`config.mk`:
```
export PLATFORM = sky130hd
export DESIGN_NAME = pwm_duty_decoder
export DESIGN_NICKNAME = d
export VERILOG_FILES = /design/src/rtl/pwm_duty_decoder.sv
export SDC_FILE = /design/constraint.sdc
export NUM_CORES = 1
export LEC_CHECK = 0
export ABC_AREA = 1
export CORE_UTILIZATION = 35
export CTS_BUF_LIST = sky130_fd_sc_hd__clkbuf_2 sky130_fd_sc_hd__clkbuf_4 sky130_fd_sc_hd__clkbuf_8
export CTS_CLUSTER_SIZE = 8
export DETAILED_ROUTE_END_ITERATION = 7
export SLEW_MARGIN = 20
export SYNTH_ARGS = -nofsm -noshare
export SYNTH_HDL_FRONTEND = slang
export SYNTH_SLANG_ARGS = --single-unit
export TNS_END_PERCENT = 5
```
`constraint.sdc`:
```
create_clock -name clk -period 1.65 [get_ports clk]
set_input_delay 0.495 -clock clk [delete_from_list [all_inputs] [get_ports clk]]
set_output_delay 0.495 -clock clk [all_outputs]
set_load 0.05 [all_outputs]
```
`src/rtl/pwm_duty_decoder.sv`:
```
// Recovers a PWM brightness code by counting high samples and rising edges
// over free-running windows of 2^CNT_WIDTH cycles.
module pwm_duty_decoder #(
    parameter int CNT_WIDTH   = 10,
    parameter int SYNC_STAGES = 2
) (
    input  logic                 clk,
    input  logic                 rst,
    input  logic                 pwm_in,
    output logic [CNT_WIDTH-1:0] duty,
    output logic [CNT_WIDTH-1:0] edges,
    output logic                 duty_valid,
    output logic                 changed,
    output logic                 stuck_high,
    output logic                 stuck_low
);

    localparam logic [CNT_WIDTH:0] FULL_WINDOW = {1'b1, {CNT_WIDTH{1'b0}}};

    logic [SYNC_STAGES-1:0] sync_reg;
    logic                   s_prev_reg;
    logic [CNT_WIDTH-1:0]   win_ctr_reg;
    logic [CNT_WIDTH:0]     high_acc_reg;
    logic [CNT_WIDTH-1:0]   edge_acc_reg;
    logic [CNT_WIDTH-1:0]   duty_reg;
    logic [CNT_WIDTH-1:0]   edges_reg;
    logic                   duty_valid_reg;
    logic                   changed_reg;
    logic                   stuck_high_reg;
    logic                   stuck_low_reg;

    logic                   s;
    logic                   rise;
    logic                   win_last;
    logic [CNT_WIDTH:0]     high_total;
    logic [CNT_WIDTH-1:0]   edge_total;
    logic [CNT_WIDTH-1:0]   duty_next;

    assign s          = sync_reg[SYNC_STAGES-1];
    assign rise       = s & ~s_prev_reg;
    assign win_last   = (win_ctr_reg == {CNT_WIDTH{1'b1}});
    // Include the current sample so the closing cycle is counted in this window.
    assign high_total = high_acc_reg + {{CNT_WIDTH{1'b0}}, s};
    assign edge_total = edge_acc_reg + {{(CNT_WIDTH-1){1'b0}}, rise};
    // A fully-high window needs one more bit than duty has; clamp it.
    assign duty_next  = high_total[CNT_WIDTH] ? {CNT_WIDTH{1'b1}} : high_total[CNT_WIDTH-1:0];

    always_ff @(posedge clk) begin
        if (rst) begin
            sync_reg       <= '0;
            s_prev_reg     <= 1'b0;
            win_ctr_reg    <= '0;
            high_acc_reg   <= '0;
            edge_acc_reg   <= '0;
            duty_reg       <= '0;
            edges_reg      <= '0;
            duty_valid_reg <= 1'b0;
            changed_reg    <= 1'b0;
            stuck_high_reg <= 1'b0;
            stuck_low_reg  <= 1'b0;
        end else begin
            sync_reg    <= {sync_reg[SYNC_STAGES-2:0], pwm_in};
            s_prev_reg  <= s;
            win_ctr_reg <= win_ctr_reg + CNT_WIDTH'(1);
            if (win_last) begin
                duty_reg       <= duty_next;
                edges_reg      <= edge_total;
                stuck_high_reg <= (high_total == FULL_WINDOW);
                stuck_low_reg  <= (high_total == '0);
                changed_reg    <= (duty_next != duty_reg);
                duty_valid_reg <= 1'b1;
                high_acc_reg   <= '0;
                edge_acc_reg   <= '0;
            end else begin
                high_acc_reg   <= high_total;
                edge_acc_reg   <= edge_total;
                duty_valid_reg <= 1'b0;
                changed_reg    <= 1'b0;
            end
        end
    end

    assign duty       = duty_reg;
    assign edges      = edges_reg;
    assign duty_valid = duty_valid_reg;
    assign changed    = changed_reg;
    assign stuck_high = stuck_high_reg;
    assign stuck_low  = stuck_low_reg;

endmodule
```
### Yosys cells after proc, flatten, opt, wreduce, memory -nomap -nowiden

Index checks and enable logic that the tools add are counted.

| word-level totals | value |
|---|---|
| word-level logic and storage cells | 25 |
| bits of input ports | 3 |
| output and inout bits | 24 |
| register bits after elaboration | 58 |

| cells by class | value |
|---|---|
| muxes and demuxes | 2 |
| reduce and logical (&&, ||, !) cells | 3 |
| bitwise gates (word level) | 3 |
| eq/ne operators | 3 |
| add/sub/neg operators | 3 |

Operators with widths:

| operator | number |
|---|---|
| $add A11 B1 Y11 | 1 |
| $eq A11 B11 Y1 const B | 1 |
| $logic_not A11 Y1 | 1 |
| $add A10 B1 Y10 | 1 |
| $add A10 B1 Y10 const B | 1 |
| $eq A10 B10 Y1 const B | 1 |
| $mux W10 | 1 |
| $ne A10 B10 Y1 | 1 |
| $reduce_or A2 Y1 | 2 |
| $not A1 Y1 | 2 |
| $and A1 B1 Y1 | 1 |
| $mux W1 | 1 |

### Depth between registers and ports, before layout

| logic depth | value |
|---|---|
| depth after elaboration | 3 |
| gate-level depth with buffers | 15 |
| gate-level depth less buffers | 14 |

### Worst setup path after synthesis

OpenSTA, ideal clock, no wires.

| path | value |
|---|---|
| path type | reg2reg |
| start | register sync_reg[1] |
| end | register changed_reg, in the netlist changed |
| stages on the path, launching flop included | 15 |
| path buffers | 1 |
| library setup time | 0.115 ns |
| clock period less this slack | 1.747 ns |
| required time | 1.535 ns |
| data arrival time | 1.632 ns |
| setup slack | -0.097 ns |
| cells stage by stage | dfxtp_1 -> ha_1 -> ha_1 -> nand3_4 -> nor2_4 -> nand2_2 -> nand2_2 -> nand2_2 -> buf_6 -> nand3_1 -> nand2_1 -> nor2_1 -> nand3_1 -> nor2_1 -> nor2_1 |

| between the ends | value |
|---|---|
| word-level cells in the longest chain between the ends | 3 |

Ends and longest elaborated chain:

| what | RTL line | RTL |
|---|---|---|
| from (decl) | 20 | `logic [SYNC_STAGES-1:0] sync_reg;` |
| from (signal assigned) | 62 | `sync_reg <= {sync_reg[SYNC_STAGES-2:0], pwm_in};` |
| $add A11 B1 Y11 | 43 | `assign high_total = high_acc_reg + {{CNT_WIDTH{1'b0}}, s};` |
| $mux W10 | 46 | `assign duty_next = high_total[CNT_WIDTH] ? {CNT_WIDTH{1'b1}} : high_total[CNT_WIDTH-1:0];` |
| $ne A10 B10 Y1 | 70 | `changed_reg <= (duty_next != duty_reg);` |
| to (signal assigned) | 70 |  |
| to (decl) | 28 | `logic changed_reg;` |

Every way passes these cells.
A chain may end at the register's enable or synchronous reset.

### Worst setup path in the final report

Same ends and word-level chain as after synthesis.

==> flow_metrics.env <==
export IMPL_run_status="finished with violations"
export IMPL_violations="negative setup slack"
export IMPL_detailedRoute_firstIterationViolations=96
export IMPL_largest_register_ff_count=11
export IMPL_endpoint_of_the_worst_hold_timing_path="sync_reg[1]"
export IMPL_full_die_area_um2=7660
export IMPL_powerDensity_nw_per_um2=689
export IMPL_wire_length_of_the_first_global_routing_pass_mm=10.3
export IMPL_globalRouteOverflowTotal=0
export IMPL_hpwl_mm=4.21
export IMPL_cts_buffers_inserted=9
export IMPL_cell_internal_pwr_mw=2.09
export IMPL_io_pins=27
export IMPL_worstSetupStartpointType="register"
export IMPL_hold_slack_ns=0.429
export IMPL_dr_pass1_iters=4
export IMPL_final_period_utilization_pct=113
export IMPL_p_leak_nw=1.62
export IMPL_rsz0062_at_grt="yes"
export IMPL_ws_path_type="register to register"
export IMPL_relative_slew_slack_pct=77.2
export IMPL_critical_path_cell_chain="ha_4 -> ha_4 -> nand3_4 -> buf_4 -> o21ai_0 -> nand2_2 -> nand3_1 -> nand2_1 -> nor2_1 -> nand3_1 -> nor2_1 -> nor2_1"
export IMPL_critical_hold_path_startpoint="sync_reg[0]"
export IMPL_total_power_mw=2.69
export IMPL_drcViolationCount=0
export IMPL_drive_gt1_share_pct=38.2
export IMPL_rr_worst_depth=12
export IMPL_placement_rows=30
export IMPL_fp_dieH_um=87.5
export IMPL_initial_core_util_pct=36.8
export IMPL_cap_violations=0
export IMPL_synth_enable_flop_cells=0
export IMPL_max_stage_delay_ns=0.36
export IMPL_dp_cells=475
export IMPL_cts_clk_slew_worst_paths_ns=0.07
export IMPL_worstSkewPairLatency_ns=0.34
export IMPL_routed_wl_mm=5.93
export IMPL_dieWidth_um=87.5
export IMPL_antenna_found_initial=0
export IMPL_most_common_library_cell_in_the_layout_ignoring_fill_and_taps="sky130_fd_sc_hd__dfxtp_1"
export IMPL_required_ns=1.88
export IMPL_reg2reg_setup_slack_ns=-0.21
export IMPL_net_switching_power_mw=0.604
export IMPL_drtAntennaViolNets=0
export IMPL_synth_async_sr_flop_share_pct=0
export IMPL_grt_most_used_layer="met2"
export IMPL_grtUsageMet2_pct=30.3
export IMPL_pwr_share_clk_pct=43.4
export IMPL_power_sequential_fraction_pct=52.9
export IMPL_first_global_vias=2336
export IMPL_max_fo_critical_path=4
export IMPL_critical_path_arrival_ns=2.10
export IMPL_viasPerCell=4.58
export IMPL_seqCellArea_um2=1170
export IMPL_final_cell_mix="sky130_fd_sc_hd__dfxtp_1 (54), sky130_fd_sc_hd__nand2_1 (51), sky130_fd_sc_hd__nor2_1 (42), sky130_fd_sc_hd__buf_4 (42), sky130_fd_sc_hd__inv_1 (35)"
export IMPL_core_area_um2=6940
export IMPL_clock_path_buffers=2
export IMPL_postSynth_topFlopCell="sky130_fd_sc_hd__dfxtp_1"
export IMPL_synth_yosys_warnings=0
export IMPL_fill_cell_count=615
export IMPL_skew_ns=0.00644
export IMPL_detail_route_wl_per_cell_um=11.9
export IMPL_area_growth_synth_to_final_pct=52.6
export IMPL_pre_cts_ws_ns=-0.201
export IMPL_peakVddDrop_uv=369
export IMPL_synth_area_per_cell_um2=7.95
export IMPL_finalWorstSetupSlack_ns=-0.214
export IMPL_synth_distinct_cells=32
export IMPL_post_cts_hold_buffer_count=0
export IMPL_antenna_diode_count=0
export IMPL_syn_num_nets=330
export IMPL_cts_root_cell="sky130_fd_sc_hd__clkbuf_8"
export IMPL_dpl_instance_area_um2=3480
export IMPL_worstHoldPathCells=2
export IMPL_period_needed_ns=1.86
export IMPL_r2r_end="changed"
export IMPL_cts_tree="yes"
export IMPL_numClockSinks=58
export IMPL_global_route_usage_met3_pct=3.89
export IMPL_numPortBuffers=26
export IMPL_ys_ff_latch=58
export IMPL_hold_path_class="register to register"
export IMPL_synthesis_area_um2=2560
export IMPL_multiInputGateArea_um2=1430
export IMPL_place_congestion=0.875
export IMPL_final_max_slew_viol_count=0
export IMPL_timing_worst_slew_pin_value_ns=0.342
export IMPL_cell_with_the_largest_stage_delay_on_the_worst_path="sky130_fd_sc_hd__dfxtp_2"
export IMPL_setup_viol=14
export IMPL_final_instance_count_excl_fill=497
export IMPL_finalInstanceArea_um2=3910
export IMPL_grt_total_usage_pct=17.6
export IMPL_route_vias_total=2274
export IMPL_ys_seq_area_share_pct=45.4
export IMPL_cts_htree_levels=3
export IMPL_fin_nets=404
export IMPL_pwr_share_comb_pct=3.7
export IMPL_synth_cells=322
export IMPL_grt_met1_usage_pct=21.1
export IMPL_hold_violations=0
export IMPL_maxClockFrequency_ghz=0.536
export IMPL_reg2reg_from="sync_reg[1]"
export IMPL_sw_frac_of_total_pct=22.4
export IMPL_grt_start_max_net_pins=23
export IMPL_worstSetupEndpointType="register"
export IMPL_crit_path_frequent_cell="sky130_fd_sc_hd__nor2_1"
## Yosys cell counts, types with 4 or more instances
| cell type | number | area (µm²) |
|---|---|---|
| sky130_fd_sc_hd__buf_2 | 4 | 20.0 |
| sky130_fd_sc_hd__ha_1 | 5 | 62.6 |
| sky130_fd_sc_hd__o21ai_0 | 19 | 95.1 |
| sky130_fd_sc_hd__a21oi_1 | 5 | 25.0 |
| sky130_fd_sc_hd__nor2_2 | 4 | 25.0 |
| sky130_fd_sc_hd__o21ai_2 | 6 | 52.6 |
| sky130_fd_sc_hd__nand3_1 | 27 | 135 |
| sky130_fd_sc_hd__nand2_1 | 59 | 221 |
| sky130_fd_sc_hd__dfxtp_1 | 58 | 1160 |
| sky130_fd_sc_hd__nor2_1 | 44 | 165 |
| sky130_fd_sc_hd__nor3_1 | 5 | 25.0 |
| sky130_fd_sc_hd__xor2_1 | 7 | 61.3 |
| sky130_fd_sc_hd__nand2_2 | 6 | 37.5 |
| sky130_fd_sc_hd__xnor2_1 | 5 | 43.8 |
| sky130_fd_sc_hd__inv_1 | 36 | 135 |
## layout make-up
cell class              instances  area share (%)
multi-input cells             217            36.6
flip-flops and latches         58            29.9
repair buffers                 70            21.9
clock buffers                  13            4.10
inverters                      40            3.97
well taps                      96            3.08
clock inverters                 3           0.384
## stage by stage
step / util (%) / setup TNS, ns
finish: 56.2 / -0.985
global placement: 50.1 / -2.12
CTS: 54.5 / -0.564
detailed placement: 50.1 / -2.54
global route: 56.2 / -3.69
floorplan: - / -0.0513
## cell families after synthesis
| group | count (synthesis) | synth area share [%] |
|---|---|---|
| DFF | 58 | 45.4 |
| and+or+nand+nor | 160 | 30.5 |
| AOI/OAI and AO/OA | 39 | 9.63 |
| xor gates and xnor gates | 12 | 4.11 |
| buffers and inverters | 48 | 7.92 |
| adders and majority gates | 5 | 2.44 |
## power by group through the flow
stage / clock network (mW) / registers [mW] / logic [mW]
finish: 1.17 / 1.42 / 0.0990
global route: 1.25 / 1.42 / 0.114
CTS: 1.19 / 1.42 / 0.0974
detailed placement: 0 / 1.45 / 0.0936
global placement: 0 / 1.45 / 0.0911
floorplan: 0 / 1.45 / 0.0563
## timing repair
action / CTS / global route
pin swaps: 13 / 12
endpoints found under the setup margin: 20 / 46
hold endpoints to repair: 0 / 0
gates resized for setup: 25 / 24
gates cloned: 1 / 0
buffers inserted: 3 / 2
## per-layer routing
layer	up-vias	share of wire (%)	routed length [µm]
met2	31	50	2980
met4	0	1.8	106
met1	1055	45	2690
li1	1178	-	-
met3	10	2.6	154
met5	-	0	0
## how the worst max path moves through the flow
stage,start,depth (start not counted),slack (ns),endpoint
finish,sync_reg[1],12,-0.21,changed
global placement,sync_reg[1],13,-0.14,changed
global route,sync_reg[1],11,-0.36,edges[9]
floorplan,high_acc_reg[0],14,-0.05,changed
CTS,sync_reg[1],13,-0.11,changed
detailed placement,high_acc_reg[0],13,-0.20,changed
## critical path, delay by kind of cell (launching register included)
kind            cells  cell delay [ns]
buf+inv             1             0.16
compound gates      1             0.22
flops               1             0.36
fa+ha+maj           2             0.29
simple gates        8             0.73
Note: power is estimated with default switching activity, not from simulation.
